**src/rtl/booth_radix4_seq_if.sv**
```systemverilog
// Start/busy/done handshake bundle for the radix-4 Booth multiplier.
// The master drives operands and start; the slave returns status and product.
interface booth_radix4_seq_if #(
  parameter int N = 32
);
  logic           start;
  logic           is_signed;
  logic [N-1:0]   multiplicand;
  logic [N-1:0]   multiplier;
  logic           busy;
  logic           done;
  logic [2*N-1:0] product;

  modport master (
    output start,
    output is_signed,
    output multiplicand,
    output multiplier,
    input  busy,
    input  done,
    input  product
  );

  modport slave (
    input  start,
    input  is_signed,
    input  multiplicand,
    input  multiplier,
    output busy,
    output done,
    output product
  );
endinterface

```
**src/rtl/booth_radix4_seq.sv**
```systemverilog
// Sequential radix-4 Booth multiplier, one digit per clock, signed/unsigned.
// Optional macro BOOTH_EARLY_TERM_EN ends RUN once all remaining digits are 0.
module booth_radix4_seq #(
  parameter int N = 32
) (
  input  logic                clk,
  input  logic                reset,
  booth_radix4_seq_if.slave   bus
);
  localparam int ITER = N / 2 + 1;
  localparam int EW   = N + 2;
  localparam int AW   = 2 * N + 4;
  localparam int CW   = $clog2(ITER + 1);

  generate
    if ((N % 2) != 0 || N < 4) begin : g_bad_n
      $error("booth_radix4_seq: N must be even and >= 4");
    end
  endgenerate

  typedef enum logic [1:0] {
    S_IDLE,
    S_RUN,
    S_DONE
  } state_t;

  state_t         r_state;
  state_t         w_state_nx;
  logic [AW-1:0]  r_acc;
  logic [AW-1:0]  r_mcand;
  logic [EW-1:0]  r_mplr;
  logic           r_g;
  logic [CW-1:0]  r_cnt;
  logic [2*N-1:0] r_product;

  logic           w_load;
  logic [EW-1:0]  w_a_ext;
  logic [EW-1:0]  w_b_ext;
  logic [AW-1:0]  w_mc2;
  logic [AW-1:0]  w_addend;
  logic [AW-1:0]  w_acc_nx;
  logic [EW-1:0]  w_mplr_nx;
  logic           w_g_nx;
  logic           w_last;
  logic           w_fin;

  assign w_load  = bus.start && (r_state != S_RUN);
  assign w_a_ext = {{2{bus.is_signed & bus.multiplicand[N-1]}},
                    bus.multiplicand};
  assign w_b_ext = {{2{bus.is_signed & bus.multiplier[N-1]}},
                    bus.multiplier};

  assign w_mc2 = {r_mcand[AW-2:0], 1'b0};

  always_comb begin
    w_addend = '0;
    case ({r_mplr[1:0], r_g})
      3'b001,
      3'b010:  w_addend = r_mcand;
      3'b011:  w_addend = w_mc2;
      3'b100:  w_addend = -w_mc2;
      3'b101,
      3'b110:  w_addend = -r_mcand;
      default: w_addend = '0;
    endcase
  end

  assign w_acc_nx  = r_acc + w_addend;
  assign w_mplr_nx = {{2{r_mplr[EW-1]}}, r_mplr[EW-1:2]};
  assign w_g_nx    = r_mplr[1];
  assign w_last    = (r_cnt == CW'(ITER - 1));

`ifdef BOOTH_EARLY_TERM_EN
  // Remaining bits all equal to the guard means every later digit is 0.
  assign w_fin = w_last || (w_mplr_nx == {EW{w_g_nx}});
`else
  assign w_fin = w_last;
`endif

  always_ff @(posedge clk or negedge reset) begin
    if (!reset) begin
      r_state <= S_IDLE;
    end else begin
      r_state <= w_state_nx;
    end
  end

  always_comb begin
    w_state_nx = r_state;
    unique case (1'b1)
      (r_state == S_IDLE): begin
        if (bus.start) w_state_nx = S_RUN;
      end
      (r_state == S_RUN): begin
        if (w_fin) w_state_nx = S_DONE;
      end
      (r_state == S_DONE): begin
        w_state_nx = bus.start ? S_RUN : S_IDLE;
      end
      default: w_state_nx = S_IDLE;
    endcase
  end

  always_ff @(posedge clk or negedge reset) begin
    if (!reset) begin
      r_acc     <= '0;
      r_mcand   <= '0;
      r_mplr    <= '0;
      r_g       <= 1'b0;
      r_cnt     <= '0;
      r_product <= '0;
    end else if (w_load) begin
      r_acc     <= '0;
      r_mcand   <= {{(AW-EW){w_a_ext[EW-1]}}, w_a_ext};
      r_mplr    <= w_b_ext;
      r_g       <= 1'b0;
      r_cnt     <= '0;
    end else if (r_state == S_RUN) begin
      r_acc     <= w_acc_nx;
      r_mcand   <= {r_mcand[AW-3:0], 2'b00};
      r_mplr    <= w_mplr_nx;
      r_g       <= w_g_nx;
      r_cnt     <= r_cnt + CW'(1);
      if (w_fin) r_product <= w_acc_nx[2*N-1:0];
    end
  end

  assign bus.busy    = (r_state == S_RUN);
  assign bus.done    = (r_state == S_DONE);
  assign bus.product = r_product;
endmodule

```
**src/flat_wrapper.sv**
```systemverilog
// flat-port wrapper written by rule: the top's interface ports become plain ports
module booth_radix4_seq_flat 
#(
  parameter int N = 32
)
  (clk, reset, bus_start, bus_is_signed, bus_multiplicand, bus_multiplier, bus_busy, bus_done, bus_product);
  booth_radix4_seq_if #(.N(N)) bus_i ();
  input  logic clk;
  input  logic reset;
  input wire logic [$bits(bus_i.start)-1:0] bus_start;
  input wire logic [$bits(bus_i.is_signed)-1:0] bus_is_signed;
  input wire logic [$bits(bus_i.multiplicand)-1:0] bus_multiplicand;
  input wire logic [$bits(bus_i.multiplier)-1:0] bus_multiplier;
  output wire logic [$bits(bus_i.busy)-1:0] bus_busy;
  output wire logic [$bits(bus_i.done)-1:0] bus_done;
  output wire logic [$bits(bus_i.product)-1:0] bus_product;
  assign bus_i.start = bus_start;
  assign bus_i.is_signed = bus_is_signed;
  assign bus_i.multiplicand = bus_multiplicand;
  assign bus_i.multiplier = bus_multiplier;
  assign bus_busy = bus_i.busy;
  assign bus_done = bus_i.done;
  assign bus_product = bus_i.product;
  booth_radix4_seq #(.N(N)) u_core (.clk(clk), .reset(reset), .bus(bus_i));
endmodule
```
**config.mk**
```make
export PLATFORM = sky130hd
export DESIGN_NAME = booth_radix4_seq_flat
export DESIGN_NICKNAME = d
export VERILOG_FILES = /design/src/rtl/booth_radix4_seq_if.sv /design/src/rtl/booth_radix4_seq.sv /design/src/flat_wrapper.sv
export SDC_FILE = /design/constraint.sdc
export NUM_CORES = 1
export LEC_CHECK = 0
export CAP_MARGIN = 20
export CORE_MARGIN = 10
export CORE_UTILIZATION = 60
export CTS_CLUSTER_SIZE = 25
export DETAILED_ROUTE_END_ITERATION = 6
export HOLD_SLACK_MARGIN = 0.08
export PLACE_DENSITY = 0.82
export SETUP_SLACK_MARGIN = 0.15
export SYNTH_ARGS = -nofsm -noshare
export SYNTH_HDL_FRONTEND = slang
export SYNTH_SLANG_ARGS = --single-unit
```
**constraint.sdc**
```tcl
create_clock -name clk -period 5.81 [get_ports clk]
set_input_delay 1.162 -clock clk [delete_from_list [all_inputs] [get_ports clk]]
set_output_delay 1.162 -clock clk [all_outputs]
set_load 0.05 [all_outputs]
```
==> summary.txt, run 1 <==
Mapped Area: 0.0171 sq mm
final hold violations: 0
antenna violations before repair: 1
synth top area cells: dfrtp_1 34%, o21ai_0 8.9%, nand2_1 7.1%
syn nets: 2271
DIE AREA: 0.0356 sq mm
H-Tree Depth: 1
Area Overhead vs Synth: 15.4%
async set-reset flop share out of synthesis: 100%
post-layout min period: 5410 ps
Ys Warns: 0
antenna viol nets, final: 0
first-pass GRT wire length: 84300 microns
Hold Path Class: reg -> reg
Die X: 189 microns
crit path kind: reg -> reg
Avg Cell Area, Syn: 7.99 sq um
drc violations: 1
crit path launch type: flop
worst slew pin tran: 1090 ps
Final Slew Violations: 0
Clock Tree Buf Depth: 3
Num CTS Buffers: 26
Worst Setup SP: u_core.r_mcand[12]
outcome: complete, but fails checks
crit-path max FO: 7
final RePlAce weighted congestion: 0.986
unrepaired setup endpoints after global routing: false
CTS Hold Bufs: 0
worst reg2reg path depth: 19
met2 wire len: 25000 microns
uppermost layer routed: met4
reg2reg start: u_core.r_mcand[12]
# rows: 61
Initial Util: 61.1%
Yosys top cell area share: 34.3%
post-synthesis sequential area ratio: 34.3%
f_max: 185 MHz
Top-Level Pins: 134
CTS tree: yes
max cap viols: 0
hpwl dp: 37300 microns
insertion delay to the later sink of the worst-skew pair: 560 ps
DR WL/cell: 20.4 microns
final period utilization: 93.1%
Worst Skew: 37.0 ps
vias in the first global route: 15700
layout cells sized above 1: 8.26%
top cell types by occurrence after synthesis: 321 x nand2_1, 304 x o21ai_0, 234 x dfrtp_1
met3 wire len: 3900 microns
Die H: 189 microns
# fillers: 2231
most numerous cell in the Yosys netlist: nand2_1
Synth area leader: dfrtp_1
data arrival time of the worst path: 5850 ps
first-pass iteration count of the detailed router: 7
endpoint class of the critical path: flop
Worst-path clk slew: 60 ps
Root Buffer: clkbuf_16
drt total wl: 52500 microns
final core occ: 70.5%
final setup vio count: 0
Worst Hold End: u_core.r_mplr[16]
relative slew slack: 26.2%
1st-iter DRT viols: 1772
min-delay src: u_core.r_mplr[18]
violated checks: DRC
TNS Setup: 0 ps
CORE AREA: 0.0279 sq mm
total gr overflow: 0
via count: 16400
CP Data Required Time: 6250 ps
ys flop type: dfrtp_1
clock sink total: 234
Ant. Diodes: 0
Port Buf Inserts: 133
WHS: 475 ps
largest net degree at the start of global routing: 128
global router's overall resource usage: 28.4%
r2r setup slk: 400 ps
vias per cell: 6.38
cells after synthesis: 2136
Worst Hold Depth: 2
R2R Path End: u_core.bus.product[51]
Post-synth EDFFs: 0
number of synthesized register bits: 234
Met1 Wirelength: 21000 microns
Synth cell types: 74
nets@finish: 2308
repair_timing:
item / CTS / global route
pin swaps: 0 / 8
setup buffers: 0 / 5
resized for setup: 4 / 33
setup endpoints to repair: 11 / 47
registers in the layout, indices dropped and copies added (netlist names):
name / cells
u_core.bus.product: 64
u_core.r_acc: 64
u_core.r_mcand: 64
u_core.r_mplr: 34
u_core.r_cnt: 5
u_core.r_state: 2
u_core.r_g: 1
final cells by class:
type,count,area (sq um),area share (%)
multi-input combinational,1670,10500,53.1
sequential,234,5860,29.8
timing repair buffer,197,1830,9.28
clock buffer,39,790,4.01
tap,378,473,2.40
inverter,44,170,0.864
clock inverter,8,115,0.584
cell families after synthesis:
group | count (synthesis) | synth area share (%)
compound gates | 703 | 24.6
simple gates | 668 | 18.1
flops | 234 | 34.3
buf+inv | 232 | 5.31
xor+xnor | 140 | 7.18
mux | 92 | 5.50
fa+ha+maj | 67 | 4.95
how the worst max path moves through the flow:
stage                        endpoint  slack, ps  cells after the start
2_1_floorplan        u_core.r_acc[56]        950                     21
3_3_place_gp         u_core.r_acc[63]        260                     21
3_5_place_dp         u_core.r_acc[63]        -20                     21
4_1_cts              u_core.r_acc[63]        160                     19
5_1_grt        u_core.bus.product[62]        120                     22
6_report       u_core.bus.product[51]        400                     19
critical path: stages, from the launching register on:
cell and delay, ps:
dfrtp_1 470, nor4_4 410, nand2_1 160, or4_4 550
nor4b_4 360, nand2_1 180, nor3_2 180, xnor2_1 190
a221oi_1 130, a31oi_1 290, ha_2 390, a21oi_1 210
o21ai_0 150, a21oi_1 230, o31ai_1 130, a211oi_2 400
nand2_1 190, a41oi_1 300, xnor2_1 120, mux2_2 280
per-stage QoR:
| step | cell area, sq um | worst slack, ps | instances |
|---|---|---|---|
| detailed placement | 18600 | -20.2 | 2518 |
| global route | 19700 | 120 | 2570 |
| global placement | 18600 | 260 | 2518 |
| CTS | 19500 | 163 | 2565 |
| finish | 19700 | 403 | 2570 |
| floorplan | 17100 | 949 | 2136 |
layout by cell type (no fill, tap or decap), types with 10 or more instances in the layout:
cell type / instances
a211oi_1: 10
a21o_1: 22
a21oi_1: 149
a221oi_1: 24
a22o_1: 12
a22oi_1: 30
a31oi_1: 21
and3_1: 10
buf_4: 64
clkbuf_16: 26
clkdlybuf4s50_1: 131
dfrtp_1: 231
ha_1: 63
inv_1: 41
mux2_2: 14
mux2i_1: 78
nand2_1: 319
nand2b_1: 11
nand3_1: 56
nand4_1: 37
nor2_1: 134
nor3_1: 25
nor4_1: 11
o211ai_1: 10
o21ai_0: 298
o21bai_1: 28
o22ai_1: 11
o31ai_1: 18
or3_1: 15
xnor2_1: 89
xor2_1: 51
metal layers:
layer | GRT usage [%] | up-vias
met4 | 12.8 | 0
met5 | 0 | -
met3 | 4.14 | 160
met1 | 35.7 | 7757
met2 | 47.5 | 759
li1 | - | 7718
Power of run 1 is not shown: default switching activity piles up to over one toggle a cycle in this logic, so the estimate is an artifact.
==> inputs of run 2 (changes only) <==
CORE_ASPECT_RATIO = 1.4   (was default)
GPL_TIMING_DRIVEN = 0   (was default)
==> run 2 against run 1 <==
Compared with the run above: the flow still finishes with violations (DRC); sequential cell count did not move; sequential share of layout area is 1.1 points lower; cell count up 5.4%; non-clock buffer count increased by 144; via count up 10%; highest routed layer unchanged.
==> summary.txt, run 2 (synthesis results as in run 1) <==
antenna violations before repair: 0 (was 1)
CORE AREA: 0.0282 sq mm (was 0.0279 sq mm)
Hold Path Class: reg -> reg (unchanged)
final RePlAce weighted congestion: 1.07 (was 0.986)
final instance area: 0.0204 sq mm (was 0.0197 sq mm)
hpwl dp: 48300 microns (was 37300 microns)
r2r setup slk: 160 ps (was 400 ps)
first-pass GRT wire length: 99300 microns (was 84300 microns)
Worst Skew: 18.2 ps (was 37.0 ps)
outcome: complete, but fails checks (unchanged)
Worst-path clk slew: 70 ps (was 60 ps)
unrepaired setup endpoints after global routing: true (was false)
antenna viol nets, final: 0 (unchanged)
CTS Hold Bufs: 0 (unchanged)
Die X: 163 microns (was 189 microns)
min-delay src: u_core.bus.product[38] (was u_core.r_mplr[18])
Worst Setup SP: u_core.r_mplr[0] (was u_core.r_mcand[12])
area occupied by multi-input gates: 0.0108 sq mm (was 0.0105 sq mm)
most common cell after layout, fill and taps aside: nand2_1 (unchanged)
final setup vio count: 0 (unchanged)
Reg area: 0.00586 sq mm (about the same)
vias per cell: 6.66 (was 6.38)
Die H: 220 microns (was 189 microns)
# fillers: 2159 (was 2231)
worst setup path endpoint: u_core.bus.product[48] (was u_core.bus.product[51])
final hold violations: 0 (unchanged)
Post-DP Area: 0.0189 sq mm (was 0.0186 sq mm)
CTS tree: yes (unchanged)
layout cells sized above 1: 9.21% (was 8.26%)
final core occ: 72.3% (was 70.5%)
vias in the first global route: 17600 (was 15700)
drt total wl: 66000 microns (was 52500 microns)
max cap viols: 0 (unchanged)
TNS Setup: 0 ps (unchanged)
total gr overflow: 0 (unchanged)
Area Overhead vs Synth: 19.6% (was 15.4%)
largest net degree at the start of global routing: 121 (was 128)
relative slew slack: 31.3% (was 26.2%)
worst slew pin tran: 1030 ps (was 1090 ps)
nets@finish: 2451 (was 2308)
crit-path max FO: 10 (was 7)
Top-Level Pins: 134 (unchanged)
Root Buffer: clkbuf_16 (unchanged)
insertion delay to the later sink of the worst-skew pair: 570 ps (was 560 ps)
Clock Tree Buf Depth: 3 (unchanged)
DIE AREA: 0.0357 sq mm (was 0.0356 sq mm)
Final Slew Violations: 0 (unchanged)
worst reg2reg path depth: 15 (was 19)
f_max: 177 MHz (was 185 MHz)
most frequent cells in the layout: 320 x nand2_1, 286 x o21ai_0, 232 x dfrtp_1, 148 x clkbuf_1, 141 x a21oi_1 (was 319 x nand2_1, 298 x o21ai_0, 231 x dfrtp_1, 149 x a21oi_1, 134 x nor2_1)
WHS: 479 ps (was 475 ps)
post-layout min period: 5650 ps (was 5410 ps)
Port Buf Inserts: 133 (unchanged)
1st-iter DRT viols: 1790 (was 1772)
drc violations: 3 (was 1)
R2R Path End: u_core.bus.product[48] (was u_core.bus.product[51])
reg2reg start: u_core.r_mplr[0] (was u_core.r_mcand[12])
final period utilization: 97.2% (was 93.1%)
via count: 18000 (was 16400)
# rows: 73 (was 61)
H-Tree Depth: 1 (unchanged)
DR WL/cell: 24.4 microns (was 20.4 microns)
Initial Util: 60.5% (was 61.1%)
global router's overall resource usage: 35.4% (was 28.4%)
crit path kind: reg -> reg (unchanged)
Ant. Diodes: 0 (unchanged)
CP Data Required Time: 6260 ps (was 6250 ps)
data arrival time of the worst path: 6090 ps (was 5850 ps)
crit path launch type: flop (unchanged)
violated checks: DRC (unchanged)
clock sink total: 234 (unchanged)
first-pass iteration count of the detailed router: 7 (unchanged)
endpoint class of the critical path: flop (unchanged)
Num CTS Buffers: 25 (was 26)
## run 2: cell count changes in the layout (fill, tap and decap cells not counted), sizes merged
cell,previous run,this run
inv,43,45
bufinv,2,3
clkdlybuf4s50,131,132
buf,66,43
clkinvlp,1,3
clkinv,6,5
clkbuf,39,199
## run 2: routing by layer
| layer | up-vias | wire length (microns) | GRT usage (%) |
|---|---|---|---|
| met1 | 8620 | 23300 | 39.8 |
| li1 | 7995 | - | - |
| met3 | 320 | 5950 | 6.46 |
| met4 | 0 | 5320 | 25.0 |
| met2 | 1102 | 31400 | 59.5 |
| met5 | - | 0 | 0 |
## run 2: worst min-delay path by stage
| stage | end | cells past startpoint |
|---|---|---|
| 3_5_place_dp | u_core.bus.product[0] | 2 |
| 3_3_place_gp | u_core.r_mplr[12] | 2 |
| 2_1_floorplan | u_core.r_cnt[4] | 1 |
| 6_report | u_core.bus.product[38] | 2 |
| 4_1_cts | u_core.r_mplr[31] | 2 |
| 5_1_grt | u_core.bus.product[0] | 2 |
## run 2: repair_timing
item                       CTS  global route
gates resized for setup     51           104
pin swaps                    5            27
setup endpoints to repair   61            59
setup buffers                3            16
gates cloned                 0             0
## run 2: layout make-up
cell class | count | area share [%]
buffer | 187 | 3.77
clock buffer | 33 | 3.41
clock inverter | 12 | 0.772
inverter | 44 | 0.809
multi-input combinational | 1670 | 52.8
sequential | 234 | 28.7
tap | 375 | 2.30
timing repair buffer | 154 | 7.42
## run 2: through the flow
stage	cells	setup slack, ps
4_1_cts	2694	87.2
3_3_place_gp	2644	-6100
5_1_grt	2709	80.6
6_report	2709	163
2_1_floorplan	2136	949
3_5_place_dp	2646	-489
## run 2: worst max-delay path: stages, from the launching register on
cell	delay (ps)
dfrtp_1	470
clkbuf_1	300
xnor2_1	650
buf_4	310
clkbuf_1	470
o21ai_0	330
fa_1	500
a21oi_1	220
o22ai_1	170
o211ai_1	450
a32oi_2	290
a31oi_2	440
nor3_1	130
a211oi_2	380
xnor2_1	160
mux2_2	280
Power of run 2 is left out for the same reason.
==> inputs of run 3 (changes only) <==
SLEW_MARGIN = 25   (was default)
==> run 3 against run 2 <==
Compared with the run above: the flow still finishes with violations (DRC); worst hold slack about the same; core utilization decreased by 0.12 points; global-route usage decreased by 0.18 points; cell area decreased by 0.17%; clock-buffer cell count increased by 3; critical endpoint is now u_core.bus.product[62].
==> summary.txt, run 3 (synthesis results as in run 1) <==
1st-iter DRT viols: 2099 (was 1790)
violated checks: DRC (unchanged)
final core occ: 72.2% (was 72.3%)
first-pass iteration count of the detailed router: 7 (unchanged)
DR WL/cell: 24.2 microns (was 24.4 microns)
Worst-path clk slew: 60 ps (was 70 ps)
worst slew pin tran: 1070 ps (was 1030 ps)
Largest stage delay, worst path: 480 ps (was 650 ps)
vias in the first global route: 17400 (was 17600)
area occupied by multi-input gates: 0.0108 sq mm (about the same)
first-pass GRT wire length: 98600 microns (was 99300 microns)
most common cell after layout, fill and taps aside: nand2_1 (unchanged)
drc violations: 1 (was 3)
largest net degree at the start of global routing: 97 (was 121)
relative slew slack: 27.5% (was 31.3%)
Die X: 163 microns (unchanged)
final hold violations: 0 (unchanged)
max cap viols: 0 (unchanged)
unrepaired setup endpoints after global routing: true (unchanged)
Root Buffer: clkbuf_16 (unchanged)
insertion delay to the later sink of the worst-skew pair: 560 ps (was 570 ps)
antenna viol nets, final: 0 (unchanged)
Worst Skew: 14.3 ps (was 18.2 ps)
CP Data Required Time: 6250 ps (was 6260 ps)
Reg area: 0.00586 sq mm (about the same)
CP cell instances: inv_1 -> ha_1 -> or3b_4 -> or4_4 -> buf_6 -> nor3b_2 -> nand2_1 -> clkbuf_2 -> nor2_1 -> xor2_1 -> o22ai_2 -> ha_1 -> clkbuf_1 -> a21o_1 -> a211oi_2 -> o211ai_1 -> o21ai_2 -> a31oi_2 -> a311oi_2 -> xnor2_1 -> mux2_2 (was clkbuf_1 -> xnor2_1 -> buf_4 -> clkbuf_1 -> o21ai_0 -> fa_1 -> a21oi_1 -> o22ai_1 -> o211ai_1 -> a32oi_2 -> a31oi_2 -> nor3_1 -> a211oi_2 -> xnor2_1 -> mux2_2)
final setup vio count: 0 (unchanged)
CTS tree: yes (unchanged)
CORE AREA: 0.0282 sq mm (unchanged)
CP max stage cell: dfrtp_1 (was xnor2_1)
endpoint class of the critical path: flop (unchanged)
Ant. Diodes: 0 (unchanged)
via count: 17700 (was 18000)
Die H: 220 microns (unchanged)
final RePlAce weighted congestion: 1.07 (unchanged)
crit path kind: reg -> reg (unchanged)
# rows: 73 (unchanged)
nets@finish: 2450 (was 2451)
# fillers: 2172 (was 2159)
Initial Util: 60.5% (unchanged)
drt total wl: 65500 microns (was 66000 microns)
Port Buf Inserts: 133 (unchanged)
global router's overall resource usage: 35.2% (was 35.4%)
TNS Setup: 0 ps (unchanged)
Hold Path Class: reg -> reg (unchanged)
antenna violations before repair: 1 (was 0)
Final Slew Violations: 0 (unchanged)
most frequent cells in the layout: 320 x nand2_1, 286 x o21ai_0, 234 x dfrtp_1, 153 x clkbuf_1, 143 x a21oi_1 (was 320 x nand2_1, 286 x o21ai_0, 232 x dfrtp_1, 148 x clkbuf_1, 141 x a21oi_1)
Layout Cells excl Fill: 2708 (was 2709)
CTS Hold Bufs: 0 (unchanged)
layout cells sized above 1: 8.66% (was 9.21%)
hpwl dp: 48300 microns (about the same)
r2r setup slk: 260 ps (was 160 ps)
outcome: complete, but fails checks (unchanged)
vias per cell: 6.55 (was 6.66)
Num CTS Buffers: 25 (unchanged)
crit-path max FO: 10 (unchanged)
data arrival time of the worst path: 6000 ps (was 6090 ps)
Top-Level Pins: 134 (unchanged)
total gr overflow: 0 (unchanged)
f_max: 180 MHz (was 177 MHz)
final period utilization: 95.6% (was 97.2%)
dpl cells: 2646 (unchanged)
H-Tree Depth: 1 (unchanged)
Area Overhead vs Synth: 19.4% (was 19.6%)
Most Frequent Cell on Critical Path: ha_1
Clock Tree Buf Depth: 3 (unchanged)
DIE AREA: 0.0357 sq mm (unchanged)
crit path launch type: flop (unchanged)
clock sink total: 234 (unchanged)
post-layout min period: 5550 ps (was 5650 ps)
run 3: cell count changes in the layout (fill, tap and decap cells not counted), sizes merged:
cell and delta:
bufinv -1, clkinv -2, clkbuf +4, buf -2
run 3: critical path, delay by kind of cell (launching register included):
kind                       cells  cell delay (ps)
AOI/OAI and AO/OA              7             1610
and+or+nand+nor                5             1360
buffers and inverters          4              700
adders and majority gates      2              550
DFF                            1              480
xor gates and xnor gates       2              450
muxes                          1              280
run 3: final timing paths:
kind | depth (start not counted) | to | from
min reg2reg | 2 | u_core.bus.product[38] | u_core.bus.product[38]
max | 21 | u_core.bus.product[62] | u_core.r_mcand[0]
min in group asynchronous | 1 | u_core.r_mcand[4] | reset
max reg2reg | 21 | u_core.bus.product[62] | u_core.r_mcand[0]
min | 2 | u_core.bus.product[38] | u_core.bus.product[38]
max in group asynchronous | 2 | u_core.bus.product[45] | reset
run 3: metrics by stage:
step / setup slack, ps / cell area, sq um / hold slack (ps)
6_report: 255 / 20400 / 479
5_1_grt: 40.9 / 20400 / 506
4_1_cts: 75.0 / 19900 / 479
3_5_place_dp: -499 / 18900 / 463
3_3_place_gp: -6100 / 18900 / 457
2_1_floorplan: 949 / 17100 / 443
run 3: routing by layer:
metal  GRT usage [%]  wire length, microns  vias to the layer above
met5               0                     0                        -
met4            24.0                  5130                        0
met3            6.18                  5340                      268
met2            59.4                 31400                      957
met1            40.0                 23600                     8496
li1                -                     -                     8019
run 3: final cells by class:
type                       count  share of cell area (%)
multi-input combinational   1670                    52.9
sequential                   234                    28.7
timing repair buffer         153                    7.49
buffer                       187                    3.77
clock buffer                  36                    3.42
tap                          375                    2.30
inverter                      44                   0.810
clock inverter                 9                   0.552
run 3: what timing repair did:
item,4_1_cts,5_1_grt
resized for setup,45,100
setup buffers,3,15
pin swaps,3,19
endpoints found under the setup margin,61,58
Power of run 3 is left out for the same reason.
